`src/rtl/label_pkg.sv`:
```
// Shared types and defaults for the multi-channel label filter.
package label_pkg;

    // Clear-sweep controller states.
    typedef enum logic {
        IDLE  = 1'b0,
        CLEAR = 1'b1
    } state_t;

    localparam int LABEL_W_DEF = 8;
    localparam int CNT_W_DEF   = 16;

    // Channel-select width; a single-channel build still gets a 1-bit select.
    function automatic int ch_w(input int n);
        return (n > 1) ? $clog2(n) : 1;
    endfunction

endpackage

```
`src/rtl/label_table.sv`:
```
// One channel's label enable table: write port, single-address clear port
// and a registered read of the addressed enable bit.
module label_table
    import label_pkg::*;
#(
    parameter int LABEL_W = LABEL_W_DEF
) (
    input  logic               clk,
    input  logic               rst_n,
    input  logic               wr_en,
    input  logic [LABEL_W-1:0] wr_adr,
    input  logic               wr_bit,
    input  logic               clr_en,
    input  logic [LABEL_W-1:0] clr_adr,
    input  logic [LABEL_W-1:0] rd_adr,
    output logic               rd_bit
);

    localparam int DEPTH = 1 << LABEL_W;

    logic [DEPTH-1:0] mem;

    // Enable bits; the sweep clear wins over a write, though the top never issues both.
    always_ff @(posedge clk or negedge rst_n) begin
        if (!rst_n) begin
            mem <= '0;
        end else if (clr_en) begin
            mem[clr_adr] <= 1'b0;
        end else if (wr_en) begin
            mem[wr_adr] <= wr_bit;
        end
    end

    // Registered read returns the value held before any same-edge write.
    always_ff @(posedge clk or negedge rst_n) begin
        if (!rst_n) begin
            rd_bit <= 1'b0;
        end else begin
            rd_bit <= mem[rd_adr];
        end
    end

endmodule

```
`src/rtl/label_filter_mc.sv`:
```
// Multi-channel receive label filter: per-channel enable tables, a
// clear-all sweep, one-cycle lookup with bypass, and saturating per-channel
// accepted-word counters.
module label_filter_mc
    import label_pkg::*;
#(
    parameter  int NUM_CH  = 2,
    parameter  int LABEL_W = LABEL_W_DEF,
    parameter  int CNT_W   = CNT_W_DEF,
    localparam int CH_W    = ch_w(NUM_CH)
) (
    input  logic               Clk,
    input  logic               Rst_n,
    input  logic               Wr,
    input  logic [CH_W-1:0]    Wr_ch,
    input  logic [LABEL_W-1:0] Label_adr,
    input  logic               Label_en,
    input  logic               Clr,
    output logic               Busy,
    output logic               Wr_err,
    input  logic               Chk_vld,
    input  logic [CH_W-1:0]    Chk_ch,
    input  logic [LABEL_W-1:0] Label_in,
    input  logic [NUM_CH-1:0]  Bypass,
    output logic               Match_vld,
    output logic [CH_W-1:0]    Match_ch,
    output logic               Label_out,
    input  logic [CH_W-1:0]    Cnt_sel,
    output logic [CNT_W-1:0]   Cnt_out
);

    // Saturating increment: holds at all-ones instead of wrapping.
    function automatic logic [CNT_W-1:0] sat_inc(input logic [CNT_W-1:0] v);
        return (&v) ? v : v + CNT_W'(1);
    endfunction

    state_t               state;
    state_t               state_nxt;
    logic [LABEL_W-1:0]   swp_adr;
    logic                 busy;
    logic                 wr_ch_ok;
    logic                 chk_ch_ok;
    logic                 wr_ok;
    logic                 chk_ok;
    logic [NUM_CH-1:0]    rd_bits;
    logic                 vld_p1;
    logic [CH_W-1:0]      ch_p1;
    logic                 byp_p1;
    logic                 busy_p1;
    logic [CNT_W-1:0]     cnt [NUM_CH];

    assign wr_ch_ok  = 32'(Wr_ch)  < NUM_CH;
    assign chk_ch_ok = 32'(Chk_ch) < NUM_CH;
    assign wr_ok     = Wr & ~busy & wr_ch_ok;
    assign chk_ok    = Chk_vld & chk_ch_ok;
    assign Busy      = busy;

    // Sweep controller next state; Clr during a sweep keeps it in CLEAR.
    always_comb begin
        state_nxt = state;
        busy      = (state == CLEAR);
        case (state)
            IDLE:    if (Clr) state_nxt = CLEAR;
            CLEAR:   if (!Clr && (&swp_adr)) state_nxt = IDLE;
            default: state_nxt = IDLE;
        endcase
    end

    // Sweep controller state register.
    always_ff @(posedge Clk or negedge Rst_n) begin
        if (!Rst_n) begin
            state <= IDLE;
        end else begin
            state <= state_nxt;
        end
    end

    // Sweep address: restarts on Clr, advances while sweeping, wraps back to 0 at the end.
    always_ff @(posedge Clk or negedge Rst_n) begin
        if (!Rst_n) begin
            swp_adr <= '0;
        end else if (Clr) begin
            swp_adr <= '0;
        end else if (busy) begin
            swp_adr <= swp_adr + LABEL_W'(1);
        end
    end

    // Rejected write flag: writes during a sweep or to a nonexistent channel.
    always_ff @(posedge Clk or negedge Rst_n) begin
        if (!Rst_n) begin
            Wr_err <= 1'b0;
        end else begin
            Wr_err <= Wr & (busy | ~wr_ch_ok);
        end
    end

    for (genvar g = 0; g < NUM_CH; g++) begin : g_tbl
        label_table #(
            .LABEL_W (LABEL_W)
        ) u_tbl (
            .clk     (Clk),
            .rst_n   (Rst_n),
            .wr_en   (wr_ok && (Wr_ch == CH_W'(g))),
            .wr_adr  (Label_adr),
            .wr_bit  (Label_en),
            .clr_en  (busy),
            .clr_adr (swp_adr),
            .rd_adr  (Label_in),
            .rd_bit  (rd_bits[g])
        );
    end

    // Lookup stage p0 -> p1: carry channel, bypass and sweep status with the table read.
    always_ff @(posedge Clk or negedge Rst_n) begin
        if (!Rst_n) begin
            vld_p1  <= 1'b0;
            ch_p1   <= '0;
            byp_p1  <= 1'b0;
            busy_p1 <= 1'b0;
        end else begin
            vld_p1 <= chk_ok;
            if (chk_ok) begin
                ch_p1   <= Chk_ch;
                byp_p1  <= Bypass[Chk_ch];
                busy_p1 <= busy;
            end
        end
    end

    assign Match_vld = vld_p1;
    assign Match_ch  = ch_p1;
    assign Label_out = vld_p1 & (byp_p1 | (~busy_p1 & rd_bits[ch_p1]));

    // Accepted-word counters, one per channel, bumped by each accepted result.
    always_ff @(posedge Clk or negedge Rst_n) begin
        if (!Rst_n) begin
            for (int i = 0; i < NUM_CH; i++) cnt[i] <= '0;
        end else if (Match_vld && Label_out) begin
            cnt[ch_p1] <= sat_inc(cnt[ch_p1]);
        end
    end

    // Counter read mux; an out-of-range select reads zero.
    always_comb begin
        Cnt_out = '0;
        if (32'(Cnt_sel) < NUM_CH) Cnt_out = cnt[Cnt_sel];
    end

endmodule

```
`config.mk`:
```
export PLATFORM = sky130hd
export DESIGN_NAME = label_filter_mc
export DESIGN_NICKNAME = d
export VERILOG_FILES = /design/src/rtl/label_pkg.sv /design/src/rtl/label_table.sv /design/src/rtl/label_filter_mc.sv
export SDC_FILE = /design/constraint.sdc
export NUM_CORES = 1
export LEC_CHECK = 0
export BUFFER_PORTS_ARGS = -buffer_cell sky130_fd_sc_hd__buf_2
export CORE_ASPECT_RATIO = 0.5
export CORE_MARGIN = 5
export CORE_UTILIZATION = 45
export CTS_BUF_LIST = sky130_fd_sc_hd__clkbuf_4 sky130_fd_sc_hd__clkbuf_8
export CTS_CLUSTER_SIZE = 8
export DETAILED_ROUTE_END_ITERATION = 10
export HOLD_SLACK_MARGIN = 0.02
export PLACE_DENSITY = 0.62
export SLEW_MARGIN = 20
export SYNTH_ARGS = -nofsm -noshare
export SYNTH_HDL_FRONTEND = slang
export SYNTH_SLANG_ARGS = --single-unit
```
`constraint.sdc`:
```
create_clock -name Clk -period 6.59 [get_ports Clk]
set_clock_uncertainty 0.15 [all_clocks]
set_input_delay 0.3295 -clock Clk [delete_from_list [all_inputs] [get_ports Clk]]
set_output_delay 0.3295 -clock Clk [all_outputs]
set_load 0.05 [all_outputs]
```
# Word level (Yosys, flattened, before mapping)
# Index checks and enable logic that the tools add are counted.
# W data, S select, Z words.
# classes
addsub	2
n_reduce_logical	13
bitwise	13
mux	33
order_cmp	10
# op_table
cell	n
$mux W256	4
$and A256 B256 Y256	2
$bwmux W256	2
$not A256 Y256	1
$mux W16	8
$bwmux W32	1
$lt A8 B9 Y1 const B	3
$add A16 B1 Y16 const B	1
$bmux W1 S8	2
$demux W1 S8	2
$demux W16 S1	1
$ge A8 B1 Y1 const B	2
$mux W8	2
$reduce_and A16 Y1	1
$mux W1	10
$add A8 B1 Y8 const B	1
$reduce_and A8 Y1	1
$logic_and A1 B1 Y1	7
$reduce_bool A2 Y1	3
$and A1 B1 Y1	4
$ge A2 B2 Y1 const B	2
$lt A1 B2 Y1 const B	2
$not A1 Y2	2
$not A1 Y1	3
other kinds (4)	4
# word_totals
wordCells	84
in_bits	27
ff_bits	560
output_inout_bits	21

# Logic depth before layout (Yosys ltp)
# Gate-level depths: netlist of run 1.
# depth
depth_word	7
depth_mapped	16
mapped_depth_nobuf	10

# Cells and area by module
# Synthesis of run 1 repeated with hierarchy kept, for this count alone.
# unflattened
cells_unflattened	4312
area_unflattened_um2	37837.5
# modules_own_cells
mod	area_each_um2	n_inst	seq_area_each_um2	cells_each
label_table (g_tbl[0].u_tbl)	17730.8	1	6431.2	2136
label_table (g_tbl[1].u_tbl)	17454.2	1	6431.2	1914
label_filter_mc	2652.5	1	1151.1	262

# Least setup slack after synthesis of run 1
# Ideal clock, no wire load.
# synth_timing
path_type	reg-to-reg
from	reg ch_p1 (netlist: Match_ch)
to	reg cnt[17] in the netlist's numbering
period_less_slack_ps	3314
stages_incl_launch_ff	14
n_path_buf	5
path_slack_ps	3276
arrival_time_ps	3040
setup_time_ps	125
required_ps	6315
cell_sequence	dfrtp_1 -> buf_4 -> buf_6 -> buf_6 -> clkbuf_1 -> mux2_2 -> ha_1 -> inv_1 -> a2111oi_2 -> nand4b_1 -> nor2b_1 -> buf_2 -> nor2b_1 -> mux2_2
# synth_between
elab_chain_cells	7
word_cells_on_any_way	19
cone_classes	add/sub (1); order compare (2); mux (9); bitwise (4); reduce/logical (3)
# synth_lines
element	line_no	source
from (decl)	label_filter_mc.sv:47	logic [CH_W-1:0] ch_p1;
from (signal assigned)	label_filter_mc.sv:124	ch_p1 <= Chk_ch;
$not A1 Y2 (implied by the code)	label_filter_mc.sv:140	cnt[ch_p1] <= sat_inc(cnt[ch_p1]);
$mux W16 (implied by the code) (3 in series)	label_filter_mc.sv:140	
$add A16 B1 Y16 or $reduce_and A16 Y1 (tied branches)	label_filter_mc.sv:34	return (&v) ? v : v + CNT_W'(1);
$mux W16	label_filter_mc.sv:34	
$bwmux W32	label_filter_mc.sv:140	
to (signal, indexed assignment)	label_filter_mc.sv:140	
to (decl)	label_filter_mc.sv:50	logic [CNT_W-1:0] cnt [NUM_CH];
# Several ways; a longest one is shown, not always the timed one. The select of a mux whose other input is x is not followed.
# A chain may end at the register's enable or synchronous reset.

# Final worst setup path of run 1
# layout_timing
from	reg state (netlist: Busy)
to	out Busy
# layout_lines
element	line_no	source
from (decl)	label_filter_mc.sv:37	state_t state;
from (signal assigned)	label_filter_mc.sv:74	state <= state_nxt;
to (decl)	label_filter_mc.sv:19	output logic Busy,
# No word-level cell between the ends.

==> results.py, run 1 <==
metrics = {
    "detailed_routing": {
        "post_drt_antenna_nets": 0,
        "vias": 27400,
        "post-route-drc-count": 0,
        "viasPerCell": 6.91,
        "avgRoutedWirePerCell_microns": 27.7,
        "drt_wl_total_microns": 110000,
        "number_of_iterations_in_the_first_detailed_routing_pass": 6,
        "dr.first_iter.drc_count": 4216,
    },
    "synthesis": {
        "asyncSetResetFlopFracSynth_pct": 100,
        "postSynthRegisterBits": 560,
        "synthTopCellsByArea": "dfrtp_1 (47%), o21ai_0 (17%), a31oi_1 (5.5%)",
        "syn_area_sq_um": 29800,
        "yosys_warnings": 0,
        "post_synth_inst_count": 3192,
        "post_synth_num_cell_types": 58,
        "syn_nets": 3224,
        "synth_seq_area_share_pct": 47.1,
        "yosysMostFrequentCell": "o21ai_0",
        "post_synth.cell_area_avg_sq_um": 9.32,
        "synth_top_area_share_pct": 47.1,
        "synth_edf_count": 0,
        "yosys.area.top_type": "dfrtp_1",
        "synth_flop_cell": "dfrtp_1",
        "synth.top_cells.by_count": "o21ai_0 (1040), dfrtp_1 (560), clkbuf_1 (305)",
    },
    "setup_path": {
        "crit_path_max_incr_delay_ns": 1.13,
        "worst_ep_required_time_ns": 6.11,
        "setup.worst_path.start_class": "flip-flop",
        "crit_path_cell_trace": "buf_12, buf_2",
        "setup.worst_path.start": "Busy",
        "setup.worst_path.class": "reg -> out",
        "critical-path-top-delay-family": "flip-flops",
        "worstPathArrival_ns": 3.21,
        "reg2reg_depth": 4,
        "critical_path.reg2reg.endpoint": "g_tbl[1].u_tbl.mem[8]",
        "cp_endpoint_kind": "output port",
        "crit-reg2reg-launch": "Busy",
        "r2r_setup_slack_ns": 3.24,
        "crit_path_max_fanout": 216,
        "worst_path_max_delay_cell": "dfrtp_4",
        "worstSetupEndpoint": "Busy",
        "worst-path-buf-inv": 2,
        "critical_path_depth": 2,
    },
    "grt": {
        "wire_length_of_the_first_global_routing_pass_microns": 167000,
        "grt_overflow": 0,
        "grt_use_total_pct": 30.1,
        "grt_start_max_net_pins": 257,
        "vias_in_the_first_global_route": 26200,
        "grt_antenna_before_repair": 1,
    },
    "sta": {
        "report.final.slew_viol_count": 0,
        "final.period_utilization_pct": 55.9,
        "fmaxAchievable_ghz": 0.271,
        "fin_setup_tns_ns": 0,
        "fin_crit_ns": 3.68,
        "report.final.setup_viol": 0,
        "final-hold-violation-count": 0,
        "slew_headroom_pct": 15.4,
        "worst_pin_slew_ns": 1.24,
        "rsz_0062_raised_after_global_routing": "no",
    },
    "power": {
        "power_density_nw_per_um2": 221,
        "ir_worst_vdd_uv": 127,
        "leakagePower_nw": 12.6,
    },
    "clocking": {
        "clock_tree_from_tritoncts": "built",
        "cts.root.buffer_cell": "clkbuf_8",
        "cts_post_setup_buffers_inserted": 0,
        "number_of_clock_buffers_inserted_by_tritoncts": 86,
        "htreeDepth": 3,
        "cts_buffer_depth": 3,
        "cts.reportedPaths.clkPinSlew_ns": 0.07,
        "cts.sinks": 560,
        "clk-insertion-delay-late_ns": 0.73,
    },
    "placed_design": {
        "post-dp-hpwl_microns": 62800,
        "gp_congestion": 0.919,
        "buffer_ports.inserted": 47,
    },
    "floorplan": {
        "io_pins": 48,
        "design.core.area_sq_um": 65200,
        "floorplan.die.width_microns": 374,
        "rows": 66,
        "dieArea_sq_um": 71700,
        "dieHeight_microns": 192,
        "start_util_pct": 45.6,
    },
    "final_layout": {
        "core_occupancy_in_the_finished_layout_pct": 49.0,
        "synthToLayoutAreaGrowth_pct": 7.36,
        "ratio_of_cells_with_drive_above_1_in_the_final_layout_pct": 12.3,
        "multiInputGateArea_sq_um": 14300,
        "num-nets-final": 3064,
        "nFillCells": 6101,
        "seqCellArea_sq_um": 14000,
    },
    "run": {
        "maxCapViolCount": 0,
    },
    "min_path": {
        "hold_path.class": "in -> reg",
    },
    "outcome": {
        "run_status": "completed",
    },
}
==> worst min-delay path, delay by kind of cell <==
kind,cells,cell delay [ns]
compound gates,2,0.35
buf+inv,1,0.28
==> logic make-up (layout without fill, tap and decap cells) <==
| family | Yosys count | after routing | share of synthesized area, % |
|---|---|---|---|
| xor gates and xnor gates | 27 | 27 | 0.795 |
| buffers and inverters | 371 | 259 | 5.46 |
| AOI/OAI and AO/OA | 1422 | 1422 | 25.9 |
| and+or+nand+nor | 577 | 577 | 9.45 |
| other | 0 | 1 | 0 |
| adders and majority gates | 5 | 5 | 0.210 |
| muxes | 230 | 230 | 11.1 |
| DFF | 560 | 560 | 47.1 |
==> registers in the layout, indices dropped and copies added (netlist names) <==
signal              cells
g_tbl.u_tbl.mem       512
cnt                    32
swp_adr                 8
g_tbl.u_tbl.rd_bit      2
Busy                    1
Match_ch                1
Match_vld               1
Wr_err                  1
busy_p1                 1
byp_p1                  1
==> repair_timing <==
| action | 4_1_cts | 5_1_grt |
|---|---|---|
| hold buffers | 8 | 0 |
| resized for setup | 0 | 0 |
| setup endpoints to repair | 0 | 0 |
| hold endpoints to repair | 125 | 0 |
==> area by class of cell <==
cell class,count,share of cell area [%]
flip-flops and latches,560,43.9
multi-input cells,2261,44.7
clock inverters,6,0.133
well taps,884,3.46
repair buffers,113,2.77
inverters,10,0.118
clock buffers,130,4.97
diodes,1,0.00783
==> layer usage <==
| metal | up-vias | wire length, microns | part of all wire, % | track usage, % |
|---|---|---|---|---|
| met5 | - | 0 | 0 | 0 |
| met4 | 0 | 5100 | 4.6 | 13.4 |
| met2 | 1860 | 47000 | 43 | 44.6 |
| li1 | 11600 | - | - | - |
| met1 | 13600 | 43900 | 40 | 41.6 |
| met3 | 327 | 13700 | 12 | 8.26 |
==> cell usage in the layout, fill, tap and decap left out, drive strengths merged, types with 2 or more instances in the layout <==
cell,netlist,final
inv,10,10
nor4b,2,2
a21oi,20,20
nand3b,4,4
mux4,72,72
nand2,95,95
nor2b,23,23
nor2,77,77
a2111oi,11,11
clkbuf,305,131
nor4,11,11
mux2i,122,122
mux2,36,36
a22oi,17,17
xor2,15,15
nand2b,18,18
and3b,2,2
a31oi,260,260
buf,56,104
nand4,7,7
or3,2,2
a311oi,3,3
o21ai,1042,1042
clkinvlp,0,5
a211oi,10,10
nand3,34,34
o22ai,39,39
o221ai,3,3
dlygate4sd3,0,8
nor3,279,279
or2,3,3
and2,11,11
xnor2,12,12
dfrtp,560,560
a22o,7,7
o211ai,3,3
and3,5,5
ha,5,5
==> through the flow <==
stage | cells | worst slack (ns) | cell area (sq um) | hold WS (ns) | power (mW)
after floorplan | 3192 | 3.28 | 29800 | -0.116 | 3.92
after global placement | 3819 | 2.63 | 30200 | 0.328 | 4.16
after detailed placement | 3819 | 2.60 | 30200 | 0.332 | 4.16
after CTS | 3963 | 2.97 | 31900 | 0.101 | 7.09
after global routing | 3964 | 2.79 | 31900 | 0.176 | 7.30
final | 3965 | 2.91 | 31900 | 0.158 | 7.07
==> power breakdown <==
part	switching (mW)	internal, mW	leakage [nW]
registers	0.0426	3.48	7.79
clock network	1.43	1.52	0.856
logic	0.450	0.151	3.99
==> worst min-delay path by stage <==
stage / to / cells past startpoint / start
after floorplan: Busy / 0 / Rst_n
after global placement: cnt[20] / 1 / cnt[20]
after detailed placement: cnt[20] / 1 / cnt[20]
after CTS: g_tbl[1].u_tbl.rd_bit / 3 / Label_in[6]
after global routing: g_tbl[1].u_tbl.rd_bit / 3 / Label_in[6]
final: g_tbl[1].u_tbl.rd_bit / 3 / Label_in[6]
Power figures use the tool's default switching activity.
==> run 2, diff against run 1 <==
PLACE_DENSITY = 0.65   (was 0.62)
clock period = 3.35 ns   (was 6.59 ns; I/O delays follow)
==> results.py, run 2 (same netlist as run 1, synthesis figures left out) <==
metrics = {
    "sta": {
        "final.period_utilization_pct": 95.8,
        "worst_pin_slew_ns": 1.00,
        "setup_ws_ns": 0.141,
        "fin_crit_ns": 3.21,
        "fin_setup_tns_ns": 0,
        "report.final.setup_viol": 0,
        "rsz_0062_raised_after_global_routing": "no",
        "slew_headroom_pct": 33.2,
        "timing.hold.ws_ns": -0.0191,
        "fmaxAchievable_ghz": 0.312,
        "report.final.slew_viol_count": 0,
        "final-hold-violation-count": 4,
    },
    "clocking": {
        "clock_tree_from_tritoncts": "built",
        "cts.root.buffer_cell": "clkbuf_8",
        "cts.reportedPaths.clkPinSlew_ns": 0.06,
        "clk-insertion-delay-late_ns": 0.70,
        "htreeDepth": 3,
        "cts.sinks": 560,
        "cts_buffer_depth": 3,
        "number_of_clock_buffers_inserted_by_tritoncts": 86,
    },
    "setup_path": {
        "worstPathArrival_ns": 3.64,
        "r2r_setup_slack_ns": 0.14,
        "setup.worst_path.start": "g_tbl[1].u_tbl.mem[27]",
        "reg2reg_depth": 8,
        "crit_path_cell_trace": "mux4_2, a22o_1, nor4_1, a311oi_1, a311oi_1, a31o_1, a211oi_2, dlygate4sd3_1",
        "worstSetupEndpoint": "g_tbl[1].u_tbl.rd_bit",
        "setup.worst_path.class": "reg -> reg",
        "cp_endpoint_kind": "flip-flop",
        "crit_path_max_fanout": 2,
        "critical_path.most_common_cell": "a311oi_1",
        "setup.worst_path.start_class": "flip-flop",
        "crit-reg2reg-launch": "g_tbl[1].u_tbl.mem[27]",
        "worst_ep_required_time_ns": 3.78,
        "worst_path_max_delay_cell": "a311oi_1",
        "crit_path_max_incr_delay_ns": 0.60,
        "critical_path.reg2reg.endpoint": "g_tbl[1].u_tbl.rd_bit",
    },
    "placed_design": {
        "buffer_ports.inserted": 47,
        "placement_cell_area_sq_um": 31100,
        "post-dp-hpwl_microns": 66100,
        "worst_slack_at_placement_ns": 0.345,
        "gp_congestion": 0.943,
    },
    "outcome": {
        "run_status": "finished with violations",
        "failed_checks": "hold timing",
    },
    "final_layout": {
        "num-nets-final": 3151,
        "multiInputGateArea_sq_um": 14200,
        "layout.cells.most_common_list": "o21ai_0 (1040), dfrtp_1 (559), nor3_1 (274)",
        "largest-register": "g_tbl.u_tbl.mem",
        "largest_registers": "g_tbl.u_tbl.mem (512), cnt (32), swp_adr (8)",
        "commonest_non_fill_non_tap_cell_in_the_layout": "o21ai_0",
        "seqCellArea_sq_um": 14000,
        "largest_reg_flops": 512,
        "post-route-cell-area_sq_um": 32800,
        "synthToLayoutAreaGrowth_pct": 10.2,
        "ratio_of_cells_with_drive_above_1_in_the_final_layout_pct": 14.0,
        "nFillCells": 5981,
        "core_occupancy_in_the_finished_layout_pct": 50.3,
    },
    "floorplan": {
        "design.core.area_sq_um": 65200,
        "io_pins": 48,
        "dieHeight_microns": 192,
        "start_util_pct": 45.6,
        "floorplan.die.width_microns": 374,
        "rows": 66,
        "dieArea_sq_um": 71700,
    },
    "power": {
        "sequentialPowerShare_pct": 49.8,
        "leakagePower_nw": 13.1,
        "p_int_mw": 10.2,
        "switching_share_pct": 26.9,
        "ir_worst_vdd_uv": 268,
        "netSwitchingPower_mw": 3.75,
        "power.share.clock_pct": 41.1,
        "power_density_nw_per_um2": 424,
        "comb_power_share_pct": 9.1,
        "fin_total_pwr_mw": 13.9,
    },
    "detailed_routing": {
        "avgRoutedWirePerCell_microns": 27.6,
        "vias": 28100,
        "post_drt_antenna_nets": 0,
        "post-route-drc-count": 0,
        "viasPerCell": 6.93,
        "dr.first_iter.drc_count": 4315,
        "drt_wl_total_microns": 112000,
        "number_of_iterations_in_the_first_detailed_routing_pass": 6,
    },
    "grt": {
        "grt_use_total_pct": 30.5,
        "grt_antenna_before_repair": 4,
        "wire_length_of_the_first_global_routing_pass_microns": 168000,
        "grt_start_max_net_pins": 173,
        "grt_overflow": 0,
        "vias_in_the_first_global_route": 26700,
    },
    "run": {
        "maxCapViolCount": 0,
    },
    "min_path": {
        "hold_path.class": "in -> async",
    },
}
run 2: stage by stage:
step | hold slack, ns | instances
detailed placement | 0.135 | 3902
floorplan | -0.278 | 3192
global route | 0.0540 | 4047
global placement | 0.130 | 3902
CTS | 0.0258 | 4047
finish | -0.0191 | 4051
run 2: worst min path at each step:
stage,from,endpoint,slack (ns),cells after the start
2_1_floorplan,Rst_n,Busy,-0.28,0
3_3_place_gp,Rst_n,g_tbl[1].u_tbl.mem[242],0.13,1
3_5_place_dp,Rst_n,g_tbl[1].u_tbl.mem[242],0.14,1
4_1_cts,Rst_n,g_tbl[0].u_tbl.mem[194],0.03,2
5_1_grt,Chk_vld,Match_vld,0.05,2
6_report,Rst_n,g_tbl[1].u_tbl.mem[242],-0.02,2
run 2: power groups by stage:
| stage | Sequential (mW) | Combinational (mW) | Clock [mW] |
|---|---|---|---|
| 2_1_floorplan | 7.03 | 0.686 | 0 |
| 3_3_place_gp | 7.04 | 1.20 | 0 |
| 3_5_place_dp | 7.05 | 1.22 | 0 |
| 4_1_cts | 6.92 | 1.24 | 5.75 |
| 5_1_grt | 6.93 | 1.33 | 6.04 |
| 6_report | 6.92 | 1.27 | 5.72 |
run 2: layout make-up:
type                    count  area share, %
inverters                  10          0.114
well taps                 884           3.37
flip-flops and latches    560           42.7
clock buffers             130           4.84
multi-input cells        2261           43.4
clock inverters             2         0.0305
repair buffers            200           5.50
diodes                      4         0.0305
run 2: worst max-delay path: cells and delay by family, from the launching register on:
| family | cells | cell delay, ns |
|---|---|---|
| AOI/OAI and AO/OA | 5 | 1.26 |
| buffers and inverters | 1 | 0.57 |
| DFF | 1 | 0.37 |
| muxes | 1 | 0.49 |
| and+or+nand+nor | 1 | 0.26 |
run 2: what timing repair did:
| item | CTS | global route |
|---|---|---|
| setup buffers | 0 | 0 |
| resized for setup | 0 | 0 |
| hold endpoints to repair | 501 | 0 |
| hold buffers | 13 | 0 |
run 2: metal layers:
layer,routed length (microns),global-route usage (%),vias to the layer above,part of all wire [%]
met5,78,0,-,0.070
met4,5360,13.4,6,4.8
met3,15900,11.1,420,14
met2,47400,45.4,2050,42
met1,43100,40.3,13800,39
li1,-,-,11800,-
